File: src/rtl/pito_uart_tx_periph.sv
// Memory-mapped 8N1 UART transmitter on the pito dmem bus; reads return registered data one cycle after the request.
// Never stalls the bus: TXDATA writes into a full FIFO are dropped and flagged in STATUS.OVF instead of backpressured.
module pito_uart_tx_periph #(
    parameter int                 DMEM_AW      = 12,
    parameter logic [DMEM_AW-1:0] BASE_ADDR    = 12'hFF0,
    parameter int                 FIFO_DEPTH   = 8,
    parameter int                 CLKS_PER_BIT = 434
) (
    input  logic               clk,
    input  logic               rst_n,
    input  logic               dmem_req,
    input  logic               dmem_we,
    input  logic [DMEM_AW-1:0] dmem_addr,
    input  logic [3:0]         dmem_be,
    input  logic [31:0]        dmem_wdata,
    output logic [31:0]        dmem_rdata,
    output logic               uart_tx,
    output logic               uart_irq
);
    localparam int             PW       = $clog2(FIFO_DEPTH);
    localparam int             CW       = PW + 1;
    localparam logic [CW-1:0]  FULL_CNT = CW'(FIFO_DEPTH);
    localparam logic [15:0]    DIV_RST  = 16'(CLKS_PER_BIT);

    typedef enum logic [1:0] {IDLE, START, DATA, STOP} state_t;

    state_t         state;
    logic [7:0]     mem [FIFO_DEPTH];
    logic [PW-1:0]  wr_ptr, rd_ptr;
    logic [CW-1:0]  count;
    logic           ovf, irq_en;
    logic [15:0]    div, div_lat, clk_cnt;
    logic [2:0]     bit_cnt;
    logic [7:0]     shreg;

    logic           sel, wr, rd, push_req, push, pop, full, empty, bit_end;
    logic [1:0]     idx;
    logic [15:0]    div_eff;
    logic [31:0]    rd_val;

    assign sel      = dmem_req && (dmem_addr[DMEM_AW-1:2] == BASE_ADDR[DMEM_AW-1:2]);
    assign idx      = dmem_addr[1:0];
    assign wr       = sel && dmem_we;
    assign rd       = sel && !dmem_we;
    assign push_req = wr && (idx == 2'd0) && dmem_be[0];
    assign full     = (count == FULL_CNT);
    assign empty    = (count == '0);
    assign bit_end  = (clk_cnt == div_lat - 16'd1);
    assign div_eff  = (div == 16'd0) ? 16'd1 : div;
    // A pop at the end of a stop bit frees a slot, so a simultaneous push into a full FIFO still fits.
    assign pop      = !empty && ((state == IDLE) || ((state == STOP) && bit_end));
    assign push     = push_req && (!full || pop);

    always_comb begin
        rd_val = '0;
        if (rd) begin
            case (idx)
                2'd1:    rd_val = {20'd0, 4'(count), 4'd0, ovf, empty, full, (state != IDLE)};
                2'd2:    rd_val = {31'd0, irq_en};
                2'd3:    rd_val = {16'd0, div};
                default: rd_val = '0;
            endcase
        end
    end

    always_ff @(posedge clk) begin
        if (push)
            mem[wr_ptr] <= dmem_wdata[7:0];
    end

    always_ff @(posedge clk or negedge rst_n) begin
        if (!rst_n) begin
            wr_ptr <= '0;
            rd_ptr <= '0;
            count  <= '0;
        end else begin
            if (push)
                wr_ptr <= wr_ptr + 1'b1;
            if (pop)
                rd_ptr <= rd_ptr + 1'b1;
            case ({push, pop})
                2'b10:   count <= count + 1'b1;
                2'b01:   count <= count - 1'b1;
                default: count <= count;
            endcase
        end
    end

    always_ff @(posedge clk or negedge rst_n) begin
        if (!rst_n) begin
            ovf        <= 1'b0;
            irq_en     <= 1'b0;
            div        <= DIV_RST;
            dmem_rdata <= '0;
            uart_irq   <= 1'b0;
        end else begin
            dmem_rdata <= rd_val;
            uart_irq   <= irq_en && empty && (state == IDLE);
            if (push_req && full && !pop)
                ovf <= 1'b1;
            else if (wr && (idx == 2'd1) && dmem_be[0] && dmem_wdata[3])
                ovf <= 1'b0;
            if (wr && (idx == 2'd2) && dmem_be[0])
                irq_en <= dmem_wdata[0];
            if (wr && (idx == 2'd3)) begin
                if (dmem_be[0]) div[7:0]  <= dmem_wdata[7:0];
                if (dmem_be[1]) div[15:8] <= dmem_wdata[15:8];
            end
        end
    end

    // The divisor is latched per frame so a DIV write only affects frames popped after it.
    always_ff @(posedge clk or negedge rst_n) begin
        if (!rst_n) begin
            state   <= IDLE;
            uart_tx <= 1'b1;
            clk_cnt <= '0;
            bit_cnt <= '0;
            shreg   <= '0;
            div_lat <= 16'd1;
        end else if (pop) begin
            shreg   <= mem[rd_ptr];
            div_lat <= div_eff;
            clk_cnt <= '0;
            state   <= START;
            uart_tx <= 1'b0;
        end else begin
            case (state)
                START: begin
                    if (bit_end) begin
                        clk_cnt <= '0;
                        bit_cnt <= '0;
                        state   <= DATA;
                        uart_tx <= shreg[0];
                        shreg   <= shreg >> 1;
                    end else begin
                        clk_cnt <= clk_cnt + 16'd1;
                    end
                end
                DATA: begin
                    if (bit_end) begin
                        clk_cnt <= '0;
                        if (bit_cnt == 3'd7) begin
                            state   <= STOP;
                            uart_tx <= 1'b1;
                        end else begin
                            bit_cnt <= bit_cnt + 3'd1;
                            uart_tx <= shreg[0];
                            shreg   <= shreg >> 1;
                        end
                    end else begin
                        clk_cnt <= clk_cnt + 16'd1;
                    end
                end
                STOP: begin
                    if (bit_end) begin
                        clk_cnt <= '0;
                        state   <= IDLE;
                        uart_tx <= 1'b1;
                    end else begin
                        clk_cnt <= clk_cnt + 16'd1;
                    end
                end
                default: begin
                    clk_cnt <= '0;
                    uart_tx <= 1'b1;
                end
            endcase
        end
    end
endmodule

File: config.mk
export PLATFORM = sky130hd
export DESIGN_NAME = pito_uart_tx_periph
export DESIGN_NICKNAME = d
export VERILOG_FILES = /design/src/rtl/pito_uart_tx_periph.sv
export SDC_FILE = /design/constraint.sdc
export NUM_CORES = 1
export LEC_CHECK = 0
export BUFFER_PORTS_ARGS = -buffer_cell sky130_fd_sc_hd__buf_2
export CAP_MARGIN = 30
export CORE_UTILIZATION = 40
export CTS_BUF_LIST = sky130_fd_sc_hd__clkbuf_16
export CTS_CLUSTER_DIAMETER = 60
export DETAILED_ROUTE_END_ITERATION = 8
export GPL_TIMING_DRIVEN = 0
export HOLD_SLACK_MARGIN = 0.06
export PLACE_DENSITY_LB_ADDON = 0.25
export REMOVE_ABC_BUFFERS = 1
export SLEW_MARGIN = 20
export SYNTH_ARGS = -nofsm -noshare
export SYNTH_HDL_FRONTEND = slang
export SYNTH_SLANG_ARGS = --single-unit
File: constraint.sdc
create_clock -name clk -period 5.6 [get_ports clk]
set_input_delay 1.12 -clock clk [delete_from_list [all_inputs] [get_ports clk]]
set_output_delay 1.12 -clock clk [all_outputs]
set_load 0.005 [all_outputs]
==> results.txt, run 1 <==
* Result of the run: finished, final reports clean
* Critical path launch point type: register
* Number of global-route vias before repair: between 4,000 and 5,000
* Area of the core: 17,420 µm²
* Slowest cell on the critical path: sky130_fd_sc_hd__nor3b_1
- Share of layout cells above drive strength 1: roughly 25%
* Sequential cell area fraction in the yosys report: 58.49%
* Clk buf depth: 2
- Counting I/O delays and the setup requirement, the final critical path takes 4884 ps.
- Crit path DAT: about 5200 ps
* Library cells used by synthesis: 64
- Kind of capture point of the worst setup path: register
- In this run, CTS created clock tree buffers numbering 17.
- The first global-routing pass estimated 22,960 µm of wire.
- Worst-Skew Late Latency: ~420 ps
- Top routing layer in use: met4
- Starting density of the core: around two fifths
- Ratio of total power to cell area: 423.2 nW/µm²
- DRT Wirelength: about 14,000 µm
- Largest voltage drop on the vdd net: 0.2597 mV
- Clock tree sinks: between 150 and 200
- Measured against its own limit, the worst slew margin works out to a little under two fifths.
* RSZ-0062 raised after global routing: no
- The final max-slew violation count was 0.
- Summed over all nets, the half-perimeter wirelength after detailed placement is 9916 µm.
- Hold violation count in the final report: 0
* Static Leakage: roughly 3.5 nW
- Global routing finished with a remaining overflow of 0.
* TritonCTS clock tree: done
- Count of flip-flops with a built-in enable after synthesis: 64
* Top Family by Delay on Critical Path: simple AND/OR/NAND/NOR gates
- Buffers added to address setup during post-CTS repair amount to 0.
* Crit path top cell by count: sky130_fd_sc_hd__inv_1
- Number of detailed-route iterations in the first pass: 4
- Worst-path clk slew: ~60 ps
- The largest single stage delay on the critical path is 620 ps.
* Placed cells: between 700 and 800
- Y dimension of the die: 136.1 µm
* Remaining DRCs: 0
- Leaving out fill and tap cells, the most frequent cell in the layout is sky130_fd_sc_hd__dfrtp_1.
- From left edge to right edge, the die measures approximately 140 µm.
- Average cell area after synthesis: approximately 13 µm²
- #FFs+latches synth: between 150 and 200
- In the final routed layout, each cell accounts on average for about 17 µm.
* Iteration-0 DRC Markers: roughly 260
* Post-route antenna net violation count: 0
- CTS H-tree depth: 4
- In the routed layout, each cell is associated on average with a via count of 5.175.
- Row generation in the floorplan step produced 48 rows.
* Hold buffers post-CTS: 0
* Final setup violation count: 0
- The number of buffers and inverters on the critical path is 3.
- Global routing used 16.76% of the available tracks across all layers.
- The cell sitting at the root of the clock tree is a sky130_fd_sc_hd__clkbuf_16.
- Most instantiated flip-flop cell in the synthesis netlist: sky130_fd_sc_hd__dfrtp_1
* Maximum number of pins on one net before global-route repair: between 50 and 60
- Count of inserted antenna diode cells: 0
- In the detailed route, the total length drawn on met3 is 536 µm.
- Number of primary I/O pins: 86
- Number of antenna violations at the first check in global routing: 0
* Die Footprint: about 19,000 µm²
* Via count: 4,280
* Highest-count cells in the layout ignoring fill and taps: sky130_fd_sc_hd__dfrtp_1, sky130_fd_sc_hd__edfxtp_1, sky130_fd_sc_hd__buf_2, sky130_fd_sc_hd__nor2_1, sky130_fd_sc_hd__mux2_2
* Post-layout net count: approximately 660
- For this run, the number of Yosys warnings is 0.
* Number of input and output port buffers inserted: approximately 50
- Async SR Flop Fraction: between 50% and 60%
* Synth-to-layout area growth: 14.07%
* Final-layout setup total negative slack: 0 ps
- Critical path start-end classification: reg -> reg
- Worst clock skew on the final layout: just under 7 ps
- Along the worst path, the maximum fanout reaches 15.
* Slew of the pin with the lowest slew margin: ~930 ps
* Max-capacitance violation count: 0
- Achievable Freq: between 200 and 250 MHz
* Final weighted congestion in routability-driven placement: slightly below 0.8
- The number of gates resized after CTS was 0.
- The worst hold path belongs to the class reg -> reg.
- Cell area after synthesis: 7194 µm²
* Met2 wire length: ~6800 µm
* DRT met1 WL: 6731 µm
- Once layout is complete, the cells apart from fillers number a little over 800.
- The cell count after synthesis came out at around 530.
- Data on the critical path is required at its endpoint by just under 6000 ps.
- Post-route fraction of the period consumed by the critical path: between 80% and 90%
- The signal on the critical path passes through inv_1 > ha_1 > nor3b_1 > nand4b_1 > mux2i_1 > nor4b_1 > or4b_4 > a21oi_4 > nand2b_1 > inv_1 > ha_1 > a21o_1 > a21oi_1 > inv_1 > a2111o_1 > o31ai_1 > xor2_1.
-- cells by family after synthesis --
group                      count (synthesis)  share of synthesized area [%]
DFF                                      155                          58.49
muxes                                     85                          15.25
xor gates and xnor gates                  39                          4.939
buffers and inverters                     49                          3.791
other                                      1                        0.05212
adders and majority gates                 14                          2.539
AOI/OAI and AO/OA                         39                          3.844
and+or+nand+nor                          152                          11.10
-- power by group --
part           internal, W  switching, W
registers          0.00127      0.000113
logic             0.000507      0.000505
clock network     0.000609      0.000467
-- final timing paths --
check                                            start               endpoint  slack [ps]  cells after the start
worst max-delay path            div_lat[1]$_DFFE_PN0P_   count[3]$_DFFE_PN0P_         720                     17
max in group asynchronous                        rst_n     div[7]$_DFFE_PN1P_        4270                      2
worst min register to register   wr_ptr[2]$_DFFE_PN0P_  wr_ptr[2]$_DFFE_PN0P_         500                      1
min in group asynchronous                        rst_n  clk_cnt[11]$_DFF_PN0_         650                      1
worst min-delay path             wr_ptr[2]$_DFFE_PN0P_  wr_ptr[2]$_DFFE_PN0P_         500                      1
worst max register to register  div_lat[1]$_DFFE_PN0P_   count[3]$_DFFE_PN0P_         720                     17
-- cells in the mapped netlist, types with 4 or more instances --
cell                       number  share of area (%)
sky130_fd_sc_hd__buf_4         17                1.8
sky130_fd_sc_hd__nand2_1       19               0.99
sky130_fd_sc_hd__ha_1          13                2.3
sky130_fd_sc_hd__xor2_1        18                2.2
sky130_fd_sc_hd__nand4_1        5               0.43
sky130_fd_sc_hd__nor2_1        49                2.6
sky130_fd_sc_hd__o21ai_0        4               0.28
sky130_fd_sc_hd__clkbuf_1       9               0.47
sky130_fd_sc_hd__inv_1         16               0.83
sky130_fd_sc_hd__mux4_2        16                5.0
sky130_fd_sc_hd__and3_1         9               0.78
sky130_fd_sc_hd__a21oi_1       10               0.70
sky130_fd_sc_hd__dfstp_2        7                2.6
sky130_fd_sc_hd__xnor2_1       20                2.4
sky130_fd_sc_hd__dfrtp_1       84                 29
sky130_fd_sc_hd__nor3_1         9               0.63
sky130_fd_sc_hd__nor2b_1        4               0.35
sky130_fd_sc_hd__mux2_2        35                5.5
sky130_fd_sc_hd__nor4_1         8               0.70
sky130_fd_sc_hd__mux2i_1       32                4.5
sky130_fd_sc_hd__nand2b_1       9               0.78
sky130_fd_sc_hd__nand3_1       14               0.97
sky130_fd_sc_hd__edfxtp_1      64                 27
sky130_fd_sc_hd__and2_1         8               0.70
-- state kept, by name, indices dropped and copies added, names as in the netlist --
name and count:
wr_ptr 3, count 4, state 2, mem 64, irq_en 1, div_lat 16, ovf 1, dmem_rdata 16
rd_ptr 3, clk_cnt 16, shreg 8, bit_cnt 3, uart_tx 1, uart_irq 1, div 16
-- layer usage --
layer | vias to the layer above | track usage, %
met5 | - | 0
met2 | 100 | 25.32
li1 | 2011 | -
met3 | 12 | 4.251
met4 | 0 | 5.988
met1 | 2157 | 23.32
-- through the flow --
step	hold WS [ps]	setup WS [ps]	util, %	power (W)	cell area [µm²]
floorplan	460.2	1175	-	0.002126	7038
global placement	482.8	208.6	43.49	0.002343	7575
detailed placement	483.7	699.9	43.97	0.002428	7657
CTS	496.9	650.8	47.12	0.003509	8207
global route	523.6	344.2	47.12	0.003665	8207
finish	497.2	716.4	47.12	0.003473	8207
-- area by class of cell --
type                       count  area, µm²
multi-input combinational    345       2780
timing repair buffer          54      327.8
inverter                      16      60.06
clock inverter                15      123.9
clock buffer                  17      425.4
tap                          225      281.5
sequential                   155       4208
fill                        1521       9210
Note: power is estimated with default switching activity, not from simulation.
==> inputs of run 2 (changes only) <==
--- a/config.mk
+++ b/config.mk
@@ -10,12 +10,13 @@
 export CORE_UTILIZATION = 40
 export CTS_BUF_LIST = sky130_fd_sc_hd__clkbuf_16
 export CTS_CLUSTER_DIAMETER = 60
+export CTS_CLUSTER_SIZE = 8
 export DETAILED_ROUTE_END_ITERATION = 8
 export GPL_TIMING_DRIVEN = 0
 export HOLD_SLACK_MARGIN = 0.06
 export PLACE_DENSITY_LB_ADDON = 0.25
 export REMOVE_ABC_BUFFERS = 1
-export SLEW_MARGIN = 20
+export SLEW_MARGIN = 15
 export SYNTH_ARGS = -nofsm -noshare
 export SYNTH_HDL_FRONTEND = slang
 export SYNTH_SLANG_ARGS = --single-unit
==> constraint.sdc (replaced) <==
create_clock -name clk -period 5.6 [get_ports clk]
set_input_delay 0.56 -clock clk [delete_from_list [all_inputs] [get_ports clk]]
set_output_delay 0.56 -clock clk [all_outputs]
set_load 0.005 [all_outputs]
==> results.txt, run 2 (synthesis results as in run 1) <==
* Post-layout net count: 655 (unchanged)
- The worst-case hold slack was 90.01 ps (was 497.2 ps).
- Number of antenna violations at the first check in global routing: 0 (unchanged)
* Final min period: 4904 ps (was 4884 ps)
* Slowest cell on the critical path: sky130_fd_sc_hd__nor3b_1 (unchanged)
* Count of inserted antenna diode cells: 0 (unchanged)
- Grt met3 use: 3.579% (was 4.251%)
- The worst-case clock skew is 9.554 ps (was 6.835 ps).
- The total negative slack came to 0 ps (unchanged).
* CTS H-tree depth: 4 (unchanged)
* Setup slack at placement: 676.5 ps (was 699.9 ps)
- TritonCTS clock tree: done (unchanged)
- Worst stage delay on the critical path: 610 ps (was 620 ps)
* Number of input and output port buffers inserted: 51 (unchanged)
- The multi-input combinational cell area came to 2780 µm² (unchanged).
* Fillers: 1,519 (was 1,521)
- Number of detailed-route iterations in the first pass: 4 (unchanged)
- Floorplan row count: 48 (unchanged)
- The starting utilization of the core area is 41.31% (unchanged).
- Worst-path clk slew: 70 ps (was 60 ps)
* Grt ovf: 0 (unchanged)
- Met1 usage in global routing: 22.56% (was 23.32%)
- The total power divided by cell area is 435.0 nW/µm² (was 423.2 nW/µm²).
- Highest-count cells in the layout ignoring fill and taps: sky130_fd_sc_hd__dfrtp_1, sky130_fd_sc_hd__edfxtp_1, sky130_fd_sc_hd__buf_2, sky130_fd_sc_hd__nor2_1, sky130_fd_sc_hd__mux2_2 (unchanged).
- The register name with the most flops is mem (unchanged).
* Post-route fraction of the period consumed by the critical path: 87.57% (was 87.21%)
* Max-capacitance violation count: 0 (unchanged)
- The type of element capturing the critical path is a register (unchanged).
- The transition time of the tightest slew-check pin came to 890.1 ps (was 930.5 ps).
- The type of the setup path with the least slack was reg -> reg (unchanged).
- The area enclosed by the die boundary is 18,530 µm² (unchanged).
- The data arrival time of the worst path was 5260 ps (was 5240 ps).
- The startpoint type of the worst setup path is a register (unchanged).
* Cell depth of the worst flop-to-flop path: 17 (unchanged)
- The required time of the worst setup path is 5950 ps (about the same).
- FF-to-FF End: count[3]$_DFFE_PN0P_ (unchanged)
- Via count: 4,246 (was 4,280)
- The critical path depth in cells came to 17 (unchanged).
- The total routing resource utilization after global routing came to 16.35% (was 16.76%).
* Number of standard cells in the final layout excluding fillers: 827 (unchanged)
- Worst setup slack for register-to-register paths: 700 ps (was 720 ps)
- Maximum fanout along the worst path: 15 (unchanged)
* Highest-utilization routing layer at the global route stage: met2 (unchanged)
- The signed area change from the synthesized netlist to the final layout was 15.23% (was 14.07%).
- Share of layout cells above drive strength 1: 25.75% (was 25.08%)
- Clk buf depth: 2 (unchanged)
* Clk root buf: sky130_fd_sc_hd__clkbuf_16 (unchanged)
- Worst min-delay path class: in -> async (was reg -> reg)
- Total buffers and inverters traversed by the critical path: 3 (unchanged)
- Hold buffers post-CTS: 0 (unchanged)
- Result of the run: finished, final reports clean (unchanged)
* Resize count post-CTS: 0 (unchanged)
- The floorplan die width came to 136.1 µm (unchanged).
* Placed cells: 795 (unchanged)
* Area of the core: 17,420 µm² (unchanged)
- Worst path setup slack after routing: 695.9 ps (was 716.4 ps)
* Origin of the critical flop-to-flop path: div_lat[1]$_DFFE_PN0P_ (unchanged)
- Top Family by Delay on Critical Path: simple AND/OR/NAND/NOR gates (unchanged)
- The register area was 4208 µm² (unchanged).
- Critical path, cell by cell: inv_1 > ha_1 > nor3b_1 > nand4b_1 > mux2i_1 > nor4b_1 > or4b_4 > a21oi_4 > nand2b_1 > inv_1 > ha_1 > a21o_1 > a21oi_1 > inv_1 > a2111o_1 > o31ai_1 > xor2_1 (unchanged).
- The most common cell after layout, fill and taps aside is sky130_fd_sc_hd__dfrtp_1 (unchanged).
- Total half-perimeter wirelength after legalization and detailed placement: 9852 µm (was 9916 µm)
- The global-route track usage on met2 is 25.07% (was 25.32%).
- Y dimension of the die: 136.1 µm (unchanged)
- The routability congestion estimate was 0.7752 (unchanged).
- The clock sink count came to 155 (unchanged).
- The maximum number of pins on one net before global-route repair came to 58 (unchanged).
- The largest vdd supply drop is 0.2631 mV (was 0.2597 mV).
* Post-route antenna net violation count: 0 (unchanged)
- Remaining DRCs: 0 (unchanged)
- Wire length of the first global-routing pass: 22,640 µm (was 22,960 µm)
* Static Leakage: 3.565 nW (was 3.520 nW)
* Number of setup buffers added after CTS: 0 (unchanged)
- Number of global-route vias before repair: 4,333 (was 4,310)
- Via density: 5.134 (was 5.175)
* Worst-Skew Late Latency: 420 ps (about the same)
* Iteration-0 DRC Markers: 247 (was 262)
* Max_slew headroom: 40.44% (was 37.74%)
- The total routed wirelength was 13,910 µm (was 14,200 µm).
- The overall power after layout came to 0.003607 W (was 0.003473 W).
* Number of flip-flops in the largest register: 64 (unchanged)
* Achievable Freq: 203.9 MHz (was 204.8 MHz)
* RSZ-0062 raised after global routing: no (unchanged)
- The number of primary I/O pins came to 86 (unchanged).
* Final setup violation count: 0 (unchanged)
- The count of endpoints failing hold in the final timing report came to 0 (unchanged).
- Average wire per cell in the routed design: 16.82 µm (was 17.17 µm)
- The most prevalent standard cell on the critical path was sky130_fd_sc_hd__inv_1 (unchanged).
* Clock buffers created by TritonCTS: 17 (unchanged)
- The final max-slew violation count came to 0 (unchanged).
[run 2: cell types whose count changed in the layout (fill, tap and decap cells not counted)]
cell | before | now
sky130_fd_sc_hd__clkinv_1 | 3 | 0
sky130_fd_sc_hd__inv_6 | 4 | 7
sky130_fd_sc_hd__inv_8 | 0 | 3
sky130_fd_sc_hd__clkinvlp_4 | 4 | 2
sky130_fd_sc_hd__buf_16 | 2 | 3
sky130_fd_sc_hd__buf_8 | 1 | 0
sky130_fd_sc_hd__bufinv_16 | 1 | 2
sky130_fd_sc_hd__clkbuf_16 | 17 | 18
sky130_fd_sc_hd__clkinv_2 | 1 | 0
sky130_fd_sc_hd__clkinv_4 | 1 | 0
sky130_fd_sc_hd__inv_1 | 17 | 16
[run 2: worst max path at each step]
stage / startpoint / end / slack, ps
final: div_lat[1]$_DFFE_PN0P_ / count[3]$_DFFE_PN0P_ / 700
after global routing: div_lat[1]$_DFFE_PN0P_ / count[3]$_DFFE_PN0P_ / 320
after CTS: div_lat[1]$_DFFE_PN0P_ / count[3]$_DFFE_PN0P_ / 630
after detailed placement: div_lat[1]$_DFFE_PN0P_ / count[3]$_DFFE_PN0P_ / 680
after global placement: div_lat[1]$_DFFE_PN0P_ / count[3]$_DFFE_PN0P_ / 210
after floorplan: div_lat[1]$_DFFE_PN0P_ / count[3]$_DFFE_PN0P_ / 1180
[run 2: per-stage QoR]
stage          instance area (µm²)  utilization (%)
2_1_floorplan                 7038                -
3_3_place_gp                  7575            43.49
3_5_place_dp                  7670            44.04
4_1_cts                       8290            47.60
5_1_grt                       8290            47.60
6_report                      8290            47.60
[run 2: worst register-to-register path, stage by stage, from the launching register on]
cell	delay (ps)
sky130_fd_sc_hd__dfrtp_1	410
sky130_fd_sc_hd__inv_1	90
sky130_fd_sc_hd__ha_1	210
sky130_fd_sc_hd__nor3b_1	610
sky130_fd_sc_hd__nand4b_1	210
sky130_fd_sc_hd__mux2i_1	170
sky130_fd_sc_hd__nor4b_1	420
sky130_fd_sc_hd__or4b_4	590
sky130_fd_sc_hd__a21oi_4	560
sky130_fd_sc_hd__nand2b_1	190
sky130_fd_sc_hd__inv_1	120
sky130_fd_sc_hd__ha_1	240
sky130_fd_sc_hd__a21o_1	180
sky130_fd_sc_hd__a21oi_1	190
sky130_fd_sc_hd__inv_1	60
sky130_fd_sc_hd__a2111o_1	340
sky130_fd_sc_hd__o31ai_1	90
sky130_fd_sc_hd__xor2_1	160
[run 2: routing by layer]
| layer | vias up | part of all wire [%] | wire length [µm] |
|---|---|---|---|
| li1 | 2022 | - | - |
| met1 | 2124 | 48 | 6732 |
| met2 | 83 | 47 | 6570 |
| met3 | 17 | 3.0 | 415 |
| met4 | 0 | 1.4 | 195 |
| met5 | - | 0 | 0 |
[run 2: report_power, final]
part / total, W / switching [W] / internal (W)
logic: 0.00102 / 0.000505 / 0.000518
clock network: 0.00120 / 0.000495 / 0.000702
registers: 0.00139 / 0.000116 / 0.00127
[run 2: final cells by class]
type	count	share of cell area, %
well taps	225	3.396
clock inverters	14	2.053
clock buffers	18	5.433
flip-flops and latches	155	50.75
multi-input cells	345	33.53
inverters	16	0.7244
repair buffers	54	4.105
==> inputs of run 3 (changes only) <==
--- a/config.mk
+++ b/config.mk
@@ -7,6 +7,7 @@
 export LEC_CHECK = 0
 export BUFFER_PORTS_ARGS = -buffer_cell sky130_fd_sc_hd__buf_2
 export CAP_MARGIN = 30
+export CORE_ASPECT_RATIO = 1.75
 export CORE_UTILIZATION = 40
 export CTS_BUF_LIST = sky130_fd_sc_hd__clkbuf_16
 export CTS_CLUSTER_DIAMETER = 60
@@ -14,6 +15,7 @@
 export DETAILED_ROUTE_END_ITERATION = 8
 export GPL_TIMING_DRIVEN = 0
 export HOLD_SLACK_MARGIN = 0.06
+export MAX_ROUTING_LAYER = met4
 export PLACE_DENSITY_LB_ADDON = 0.25
 export REMOVE_ABC_BUFFERS = 1
 export SLEW_MARGIN = 15
==> results.txt, run 3 (synthesis results as in run 1) <==
* Clk root buf: sky130_fd_sc_hd__clkbuf_16 (unchanged)
- The detailed placement HPWL was 11,060 µm (was 9852 µm).
- The register area was 4208 µm² (unchanged).
* DRT met1 WL: 5842 µm (was 6732 µm)
- The total number of nets in the final design is 659 (was 655).
- Max-capacitance violation count: 0 (unchanged)
- Result of the run: finished, final reports clean (unchanged)
* Post-Route Utilization: 47.39% (was 47.60%)
- Kind of capture point of the worst setup path: register (unchanged)
* Clock buffers created by TritonCTS: 17 (unchanged)
- The final critical-path required period is 5089 ps (was 4904 ps).
- The number of hold-repair buffers added at the cts stage is 0 (unchanged).
- Maximum fanout along the worst path: 19 (was 15)
- Wire length of the first global-routing pass: 24,310 µm (was 22,640 µm)
- The setup slack of the worst register-to-register path was 510 ps (was 700 ps).
- The cell count after placement came to 805 (was 795).
- Ratio of total power to cell area: 432.2 nW/µm² (was 435.0 nW/µm²)
- Iteration-0 DRC Markers: 151 (was 247)
* P_int: 0.002402 W (was 0.002491 W)
- The highest metal layer used by the detailed router is met4 (unchanged).
* Synth-to-layout area growth: 15.51% (was 15.23%)
- The clock network fraction of design power is 32.3% (was 33.2%).
- The TritonCTS clock tree is done (unchanged).
* Critical path start-end classification: reg -> reg (unchanged)
- The depth of the most critical reg-to-reg path was 17 (unchanged).
- The final max-slew violation count was 0 (unchanged).
- The aggregate global routing overflow is 0 (unchanged).
* Maximum number of pins on one net before global-route repair: 59 (was 58)
- Starting density of the core: 41.02% (was 41.31%)
* Share of layout cells above drive strength 1: 26.24% (was 25.75%)
* Hold violation count in the final report: 0 (unchanged)
* Worst min-delay path class: in -> async (unchanged)
- Remaining DRCs: 0 (unchanged)
* Number of antenna violations at the first check in global routing: 0 (unchanged)
* Number of global-route vias before repair: 4,511 (was 4,333)
- The worst-case clock skew is 12.88 ps (was 9.554 ps).
- Via density: 5.125 (was 5.134)
* Static Leakage: 3.579 nW (was 3.565 nW)
- The area enclosed by the die boundary is 18,550 µm² (was 18,530 µm²).
* Slew of the pin with the lowest slew margin: 963.8 ps (was 890.1 ps)
* Final-layout setup total negative slack: 0 ps (unchanged)
- Required time worst endpoint: 5950 ps (about the same)
- RSZ-0062 raised after global routing: no (unchanged)
* Number of input and output port buffers inserted: 51 (unchanged)
* Crit path DAT: 5430 ps (was 5260 ps)
- Critical path launch point type: register (unchanged)
- The upper clock frequency limit came to 196.5 MHz (was 203.9 MHz).
* Met2 wire length: 8565 µm (was 6570 µm)
* Number of primary I/O pins: 86 (unchanged)
- The number of filler cells placed in the layout was 1,564 (was 1,519).
- The number of post-CTS setup repair buffers is 0 (unchanged).
* Max_slew headroom: 35.51% (was 40.44%)
- Area of the core: 17,540 µm² (was 17,420 µm²)
* Resize count post-CTS: 0 (unchanged)
- The final worst-path cycle share was 90.87% (was 87.57%).
* Origin of the critical flop-to-flop path: div_lat[1]$_DFFE_PN0P_ (unchanged)
- WHS: 88.05 ps (was 90.01 ps)
- The number of search-and-repair iterations in the first detailed-routing pass was 4 (unchanged).
* Final setup violation count: 0 (unchanged)
- The most common cell after layout, fill and taps aside is sky130_fd_sc_hd__dfrtp_1 (unchanged).
* Combinational share of power: 29.1% (was 28.4%)
- Average wire per cell in the routed design: 17.98 µm (was 16.82 µm)
- Post-route antenna net violation count: 0 (unchanged)
* Number of flip-flops in the largest register: 64 (unchanged)
- The routability congestion estimate came to 0.8048 (was 0.7752).
- Largest voltage drop on the vdd net: 0.2290 mV (was 0.2631 mV)
- The portion of total power attributed to sequential cells is 38.6% (was 38.5%).
- The detailed-route via count was 4,290 (was 4,246).
- Power dissipated by switching net loads: 0.001190 W (was 0.001115 W)
* Wire length on met3: 426 µm (was 415 µm)
- Biggest register: mem (unchanged)
- The clock sink count was 155 (unchanged).
* Clk buf depth: 2 (unchanged)
- Switching Fraction: 33.12% (was 30.93%)
* Count of inserted antenna diode cells: 0 (unchanged)
- Total area of multi-input combinational cells: 2780 µm² (unchanged)
- Total track usage: 18.22% (was 16.35%)
* DRT Wirelength: 15,050 µm (was 13,910 µm)
* Worst-Skew Late Latency: 430 ps (was 420 ps)
* Y dimension of the die: 179.4 µm (was 136.1 µm)
- The row count came to 64 (was 48).
- Highest-count cells in the layout ignoring fill and taps: sky130_fd_sc_hd__dfrtp_1, sky130_fd_sc_hd__edfxtp_1, sky130_fd_sc_hd__buf_2, sky130_fd_sc_hd__nor2_1, sky130_fd_sc_hd__mux2_2 (unchanged)
- CTS H-tree depth: 4 (unchanged)
- The endpoint of the worst-slack reg-to-reg timing path was count[3]$_DFFE_PN0P_ (unchanged).
- Floorplan die width: 103.4 µm (was 136.1 µm)
* Number of standard cells in the final layout excluding fillers: 837 (was 827)
* Worst-path clk slew: 70 ps (about the same)
run 3: cell types whose count changed in the layout (fill, tap and decap cells not counted), moves of 2 or more:
cell / previous run / this run
sky130_fd_sc_hd__clkinvlp_4: 2 / 0
sky130_fd_sc_hd__inv_6: 7 / 4
sky130_fd_sc_hd__clkinv_8: 0 / 5
sky130_fd_sc_hd__buf_4: 1 / 4
sky130_fd_sc_hd__bufinv_16: 2 / 0
run 3: worst max-delay path by stage:
stage	from	end	slack, ps
floorplan	div_lat[1]$_DFFE_PN0P_	count[3]$_DFFE_PN0P_	1180
global placement	div_lat[1]$_DFFE_PN0P_	count[3]$_DFFE_PN0P_	260
detailed placement	div_lat[1]$_DFFE_PN0P_	count[3]$_DFFE_PN0P_	570
CTS	div_lat[1]$_DFFE_PN0P_	count[3]$_DFFE_PN0P_	530
global route	div_lat[1]$_DFFE_PN0P_	count[3]$_DFFE_PN0P_	150
finish	div_lat[1]$_DFFE_PN0P_	count[3]$_DFFE_PN0P_	510
run 3: per-layer routing:
layer	vias up	GRT usage, %
li1	2028	-
met1	2160	20.07
met2	85	32.40
met3	17	3.033
met4	0	6.085
met5	-	-
run 3: power by group through the flow:
| stage | registers [W] | clock network, W | logic [W] |
|---|---|---|---|
| 4_1_cts | 0.00139 | 0.00119 | 0.00106 |
| 6_report | 0.00139 | 0.00116 | 0.00104 |
| 5_1_grt | 0.00140 | 0.00123 | 0.00116 |
| 3_3_place_gp | 0.00144 | 0 | 0.000923 |
| 2_1_floorplan | 0.00139 | 0 | 0.000736 |
| 3_5_place_dp | 0.00141 | 0 | 0.00106 |
run 3: worst max-delay path: stages (launching register included):
cell and delay, ps:
sky130_fd_sc_hd__dfrtp_1 400, sky130_fd_sc_hd__inv_1 110, sky130_fd_sc_hd__ha_1 220, sky130_fd_sc_hd__nor3b_1 640
sky130_fd_sc_hd__nand4b_1 210, sky130_fd_sc_hd__mux2i_1 180, sky130_fd_sc_hd__nor4b_1 370, sky130_fd_sc_hd__or4b_4 590
sky130_fd_sc_hd__a21oi_4 680, sky130_fd_sc_hd__nand2b_1 180, sky130_fd_sc_hd__inv_1 120, sky130_fd_sc_hd__ha_1 230
sky130_fd_sc_hd__a21o_1 170, sky130_fd_sc_hd__a21oi_1 220, sky130_fd_sc_hd__inv_1 80, sky130_fd_sc_hd__a2111o_1 350
sky130_fd_sc_hd__o31ai_1 90, sky130_fd_sc_hd__xor2_1 170
run 3: through the flow:
step                total power (W)  area (µm²)  worst slack [ps]
finish                     0.003592        8310             511.1
floorplan                  0.002126        7038              1175
detailed placement         0.002473        7699             572.0
CTS                        0.003642        8310             533.7
global placement           0.002364        7582             256.5
global route               0.003789        8310             147.0
run 3: area by class of cell:
cell class | count | share of cell area [%]
clock buffers | 17 | 5.119
clock inverters | 15 | 2.243
inverters | 16 | 0.7227
multi-input cells | 345 | 33.45
flip-flops and latches | 155 | 50.63
well taps | 231 | 3.478
repair buffers | 58 | 4.351
